**src/rtl/wb_capture_fifo.sv**
```systemverilog
// Write-back capture FIFO: stores {reg, data} commits behind a show-ahead read port, with
// sticky overflow, a saturating drop counter and a wrapping accept counter.
// Define WB_CAPTURE_FILTER_R0_EN to ignore commits that target register 0.
module wb_capture_fifo #(
    parameter int unsigned DATA_W     = 32,
    parameter int unsigned REG_W      = 5,
    parameter int unsigned DEPTH_LOG2 = 4
) (
    input  logic                  clk,
    input  logic                  rst_n,
    input  logic                  clr,
    input  logic                  wb_valid,
    input  logic [REG_W-1:0]      wb_reg,
    input  logic [DATA_W-1:0]     wb_data,
    input  logic                  rd_en,
    output logic                  rd_valid,
    output logic [REG_W-1:0]      rd_reg,
    output logic [DATA_W-1:0]     rd_data,
    output logic [DEPTH_LOG2:0]   level,
    output logic                  full,
    output logic                  overflow,
    output logic [15:0]           drop_count,
    output logic [31:0]           accept_count
);

    localparam int unsigned DEPTH = 2 ** DEPTH_LOG2;
    localparam int unsigned ENT_W = REG_W + DATA_W;
    localparam int unsigned LVL_W = DEPTH_LOG2 + 1;

    localparam logic [DEPTH_LOG2-1:0] PTR_ONE   = DEPTH_LOG2'(1);
    localparam logic [LVL_W-1:0]      LVL_ONE   = LVL_W'(1);
    localparam logic [LVL_W-1:0]      LVL_FULL  = LVL_W'(DEPTH);

    logic [ENT_W-1:0]      mem_q [DEPTH];
    logic [DEPTH_LOG2-1:0] wr_ptr_q;
    logic [DEPTH_LOG2-1:0] rd_ptr_q;
    logic [LVL_W-1:0]      level_q;
    logic                  overflow_q;
    logic [15:0]           drop_q;
    logic [31:0]           accept_q;

    logic take;
    logic is_full;
    logic pop;
    logic push;
    logic drop;

    always_comb begin
`ifdef WB_CAPTURE_FILTER_R0_EN
        // Register 0 is hard-wired, so its write-back carries nothing worth keeping.
        take = wb_valid && (wb_reg != '0);
`else
        take = wb_valid;
`endif
        is_full = (level_q == LVL_FULL);
        pop     = rd_en && (level_q != '0);
        push    = take && (!is_full || pop);
        drop    = take && is_full && !pop;
    end

    always_ff @(posedge clk or negedge rst_n) begin
        if (!rst_n) begin
            wr_ptr_q   <= '0;
            rd_ptr_q   <= '0;
            level_q    <= '0;
            overflow_q <= 1'b0;
            drop_q     <= '0;
            accept_q   <= '0;
        end else if (clr) begin
            wr_ptr_q   <= '0;
            rd_ptr_q   <= '0;
            level_q    <= '0;
            overflow_q <= 1'b0;
            drop_q     <= '0;
            accept_q   <= '0;
        end else begin
            if (push) begin
                wr_ptr_q <= wr_ptr_q + PTR_ONE;
                accept_q <= accept_q + 32'd1;
            end
            if (pop) begin
                rd_ptr_q <= rd_ptr_q + PTR_ONE;
            end
            if (push && !pop) begin
                level_q <= level_q + LVL_ONE;
            end else if (pop && !push) begin
                level_q <= level_q - LVL_ONE;
            end
            if (drop) begin
                overflow_q <= 1'b1;
                if (drop_q != 16'hFFFF) begin
                    drop_q <= drop_q + 16'd1;
                end
            end
        end
    end

    // Storage needs no reset; validity is tracked entirely by level_q.
    always_ff @(posedge clk) begin
        if (push && !clr) begin
            mem_q[wr_ptr_q] <= {wb_reg, wb_data};
        end
    end

    assign rd_valid          = (level_q != '0);
    assign {rd_reg, rd_data} = mem_q[rd_ptr_q];
    assign level             = level_q;
    assign full              = is_full;
    assign overflow          = overflow_q;
    assign drop_count        = drop_q;
    assign accept_count      = accept_q;

endmodule

```
**config.mk**
```make
export PLATFORM = sky130hd
export DESIGN_NAME = wb_capture_fifo
export DESIGN_NICKNAME = d
export VERILOG_FILES = /design/src/rtl/wb_capture_fifo.sv
export SDC_FILE = /design/constraint.sdc
export NUM_CORES = 1
export LEC_CHECK = 0
export CORE_ASPECT_RATIO = 0.5
export CORE_MARGIN = 2
export CORE_UTILIZATION = 26
export CTS_BUF_LIST = sky130_fd_sc_hd__clkbuf_16
export CTS_CLUSTER_SIZE = 8
export DETAILED_ROUTE_END_ITERATION = 10
export SYNTH_ARGS = -nofsm -noshare
export SYNTH_HDL_FRONTEND = slang
export SYNTH_SLANG_ARGS = --single-unit
```
**constraint.sdc**
```tcl
create_clock -name clk -period 3.1 [get_ports clk]
set_input_delay 0.31 -clock clk [delete_from_list [all_inputs] [get_ports clk]]
set_output_delay 0.31 -clock clk [all_outputs]
set_load 0.02 [all_outputs]
```
* Word-level counts from Yosys, hierarchy flattened *
Memory sizes are Yosys's and may differ from the RTL's.
Cells that the tools add are included.
W data, S select, Z words.

storage, ports and cells
  output and inout bits = 93
  memory bits (writable) = 592
  memories kept = 1
  input bits = 42
  bits in registers = 62

cells by class
  reductions and logical operators = 19
  add/sub/neg operators = 6
  mux-type cells = 16
  eq/ne operators = 2

memory list
  name   depth  bits a word  rd ports  clocked after memory_dff  write ports  RTL line  source
  mem_q  16     37           1         0                         1            34        logic [ENT_W-1:0] mem_q [DEPTH];

operators by type and width
  operator                 number
  $mux W32                 2
  $mux W16                 3
  $add A32 B1 Y32 const B  1
  $add A16 B1 Y16 const B  1
  $mux W4                  4
  $ne A16 B16 Y1 const B   1
  $mux W5                  3
  $add A4 B1 Y4 const B    2
  $reduce_bool A2 Y1       4
  $logic_and A1 B1 Y1      7
  $add A5 B1 Y5 const B    1
  $eq A5 B5 Y1 const B     1
  $reduce_bool A5 Y1       1
  $sub A5 B1 Y5 const B    1
  $logic_not A1 Y1         4
  $mux W1                  4
  $reduce_bool A3 Y1       1
  $reduce_and A2 Y1        1
  $logic_or A1 B1 Y1       1

* Longest topological paths before layout *
  depth after elaboration = 9
  gate-level depth with buffers = 12
  gate-level depth less buffers = 9

* Worst setup path before layout *
Ideal clock, no wire load.

  path type = register to register
  start point = register level_q[0], in the netlist level[0]
  end point = memory mem_q[15][0] in the netlist's numbering (enable)
  stages on the path, launching flop included = 8
  data required time = 2,669 ps
  slack = -430 ps
  period minus slack after synthesis = 3,530 ps
  data arrival time = 3,099 ps
  path buffers = 3
  setup time = 431 ps
  path through = dfrtp_1 -> or4_4 -> buf_6 -> buf_6 -> o21a_1 -> clkbuf_1 -> nand2_1 -> nor2_1

between the ends
  word-level cells in the longest chain between the ends = 7
  elaborated cells on any way between the ends = 9

ends and longest elaborated chain
  what                                                     RTL line  source
  start: declaration                                       37        logic [LVL_W-1:0] level_q;
  start signal: assignment                                 85        level_q <= level_q + LVL_ONE;
  start signal: assignment                                 87        level_q <= level_q - LVL_ONE;
  $eq A5 B5 Y1 or $reduce_bool A5 Y1 (tied branches)       55, 56
  $logic_not A1 Y1 or $logic_and A1 B1 Y1 (tied branches)  57, 56
  $logic_or A1 B1 Y1 *                                     57        push = take && (!is_full || pop);
  $logic_and A1 B1 Y1 *                                    57
  $logic_and A1 B1 Y1 *                                    100       if (push && !clr) begin
  $mux W1 *                                                100
  $mux W1 (implied by the code) *                          101       mem_q[wr_ptr_q] <= {wb_reg, wb_data};
  end: declaration                                         34

Every way passes the cells marked *; elsewhere a longest branch is shown, timed or not.

* Worst setup path in the final report *
  start point = register rd_ptr_q[0]
  end point = output rd_data[0]

between the ends
  word-level cells in the longest chain between the ends = 1

ends and longest elaborated chain
  what                      RTL line  source
  start: declaration        36        logic [DEPTH_LOG2-1:0] rd_ptr_q;
  start signal: assignment  82        rd_ptr_q <= rd_ptr_q + PTR_ONE;
  $mem_v2 Z16 W37           --
  end: declaration          18        output logic [DATA_W-1:0] rd_data,

No other way between the ends.

==> impl_metrics.py <==
metrics = {
    "status": {
        "outcome": "finished clean",
    },
    "power_and_ir_drop": {
        "pwr-share-seq_pct": 42.5,
        "switching_share_pct": 24.57,
        "internal-power_uw": 17490,
        "p_total_uw": 23190,
        "p_leak_uw": 0.01012,
        "combinationalPowerShare_pct": 18.3,
        "power.density_nw_per_um2": 721.3,
        "vdd_drop_max_uv": 469.5,
        "clkPwrFrac_pct": 39.2,
        "p_sw_uw": 5699,
    },
    "synthesis": {
        "ys_warn_count": 0,
        "synthArstFlopShare_pct": 9.480,
        "synth_enable_flop_cells": 592,
        "synth_top_area_share_pct": 69.24,
        "synthTopCellsByArea": "edfxtp_1 (69%), mux4_2 (16%), dfrtp_1 (6.0%), nor2_1 (0.98%), xnor2_1 (0.89%)",
        "syn-cell-area_sq_um": 25670,
        "ys.flop_type": "edfxtp_1",
        "syn_inst": 1209,
        "netlist_top_cells_count": "edfxtp_1 (592), mux4_2 (185), nor2_1 (67), dfrtp_1 (62), clkbuf_1 (39)",
        "syn_nets": 1263,
        "avgSynthCellArea_sq_um": 21.24,
        "yosys.cell_count.top_type": "edfxtp_1",
        "yosys.cell_types.count": 48,
        "yosysTopAreaCell": "edfxtp_1",
        "ys_ff_latch": 654,
        "synth-seq-area-share_pct": 75.29,
    },
    "place": {
        "dpl_cell_area_sq_um": 29330,
        "pre_cts_ws_ns": 0.1450,
        "place.gp.congestion": 0.7195,
        "io_buffers": 134,
        "hpwl_mm": 31.14,
    },
    "setup_path": {
        "critPathCaptureType": "output port",
        "start_kind": "flip-flop",
        "path_cells": "bufbuf_16, buf_4, mux4_2, mux4_2, buf_6",
        "crit_path_max_fanout": 4,
        "cp.required_ns": 2.79,
        "crit_type": "flip-flop to output port",
        "crit_slowest_cell": "mux4_2",
        "worst_path_most_repeated_cell": "mux4_2",
        "slowest_delay_ns": 0.53,
        "worstPathArrival_ns": 2.72,
    },
    "timing": {
        "worst_clock_skew_ns": 0.02911,
        "rsz0062_at_grt": "yes",
        "hold_slack_ns": 0.08322,
        "drv_slew": 0,
        "maxClockFrequency_mhz": 329.6,
        "tightest_slew_ns": 0.9161,
        "period_minus_slack_ns": 3.034,
        "fin_ws_ns": 0.06641,
        "hold_viol": 0,
        "finalCritPeriodShare_pct": 97.86,
        "setup_violations": 0,
        "max_slew_margin_pct": 38.93,
    },
    "cells_and_area": {
        "drive_gt1_share_pct": 29.01,
        "utilization_pct": 32.88,
        "nets": 1503,
        "areaGrowthSynthToFinish_pct": 25.24,
        "design_area_sq_um": 32150,
    },
    "clocking": {
        "cts_buffers": 93,
        "clk_latency_ns": 0.65,
        "clock_path_buffers": 3,
        "path_clk_slew_ns": 0.05,
        "root_buffer": "clkbuf_16",
        "cts_tree": "yes",
        "cts_sinks": 654,
        "ctsHtreeMaxLevel": 3,
    },
    "global_routing": {
        "grt_pass1_wl_mm": 89.13,
        "grt_max_degree": 63,
        "antenna_found_initial": 3,
        "grt_pass1_vias": 13340,
        "overflow": 0,
        "grt_use_total_pct": 12.01,
    },
    "floorplan": {
        "die_h_um": 226.2,
        "core_area_sq_um": 97800,
        "fp.dieW_um": 448.4,
        "pin_count": 135,
        "std_cell_rows": 81,
        "dieArea_sq_um": 101400,
        "start_util_pct": 26.25,
    },
    "min_path": {
        "hold_class": "input port to flip-flop",
    },
    "route": {
        "drtPass1Iterations": 7,
        "wl_mm": 60.64,
        "via_per_inst": 4.544,
        "postRouteAntennaNets": 0,
        "num_vias": 12780,
        "drt-wirelength-per-cell_um": 21.56,
        "drc": 0,
        "drt-initial-drc-count": 1050,
    },
    "run": {
        "maxCapViolCount": 0,
    },
}
## registers in the layout, indices dropped and copies added, names as in the netlist
signal,flops
overflow,1
accept_count,32
wr_ptr_q,4
mem_q,592
level,5
drop_count,16
rd_ptr_q,4
## cells in the final DEF (no fill, tap or decap), types with 12 or more instances in the layout
cell type	count
inv_1	34
xnor2_1	26
nor2_4	12
buf_4	26
buf_2	24
nand2_1	29
mux4_2	185
nand3_1	23
buf_12	33
clkdlybuf4s50_1	95
xor2_1	16
dfrtp_1	58
nor2_1	55
nor4_1	15
clkbuf_16	95
edfxtp_1	592
## logic make-up (layout without fill, tap and decap cells)
| logic type | count (synthesis) | after routing | share of synthesized area [%] |
|---|---|---|---|
| AND/OR/NAND/NOR | 205 | 205 | 4.089 |
| XOR/XNOR | 42 | 42 | 1.433 |
| buffers and inverters | 67 | 340 | 1.092 |
| AO/OA/AOI/OAI | 33 | 33 | 0.7944 |
| adder cells (fa/ha/maj) | 12 | 12 | 0.6141 |
| flip-flops | 654 | 654 | 75.29 |
| multiplexers | 196 | 196 | 16.69 |
| other | 0 | 3 | 0 |
## worst paths after layout
kind / start / to / slack (ns) / cells past startpoint
setup / recovery: rd_ptr_q[0] / rd_data[0] / 0.07 / 5
hold / removal: clr / rd_ptr_q[1] / 0.08 / 2
setup reg to reg: level[2] / level[4] / 0.30 / 9
hold reg to reg: overflow / overflow / 0.52 / 2
max in group asynchronous: rst_n / rd_ptr_q[2] / 2.02 / 2
min in group asynchronous: rst_n / drop_count[9] / 0.34 / 2
## power groups by stage
stage | combinational [uW] | sequential, uW | clock, uW
2_1_floorplan | 2560 | 10000 | 0
3_3_place_gp | 4040 | 10000 | 0
3_5_place_dp | 4050 | 10100 | 0
4_1_cts | 4400 | 9860 | 9280
5_1_grt | 4540 | 9870 | 9680
6_report | 4240 | 9860 | 9100
## final cells by class
| type | instances | area [sq um] |
|---|---|---|
| clock buffers | 95 | 2377 |
| repair buffers | 202 | 2318 |
| diodes | 3 | 7.507 |
| well taps | 1328 | 1662 |
| multi-input cells | 488 | 6163 |
| clock inverters | 33 | 245.2 |
| fillers | 9162 | 65650 |
| flip-flops and latches | 654 | 19340 |
| inverters | 10 | 37.54 |
## worst max-delay path: cells and delay by family, from the launching register on
kind     cells  cell delay (ns)
buf+inv      3             0.59
flops        1             0.47
mux          2             1.03
## layer usage
layer,GRT usage [%],part of all wire (%)
met4,3.964,2.2
met2,19.54,49
met1,16.17,43
met5,0,0
met3,2.294,5.1
## stage by stage
step                      setup TNS [ns]  std cells
after detailed placement               0       2663
after floorplan                  -115.70       1209
after global routing           -0.002073       2812
after CTS                        -0.3588       2812
final                                  0       2813
after global placement                 0       2663
## what timing repair did
item | CTS | global route
hold buffers | 1 | 0
hold endpoints to repair | 62 | 0
cloned | 5 | 0
resized for setup | 163 | 16
endpoints found under the setup margin | 37 | 23
buffers inserted | 15 | 2
pin swaps | 0 | 0
No activity file was read; power rests on OpenSTA's default activity.
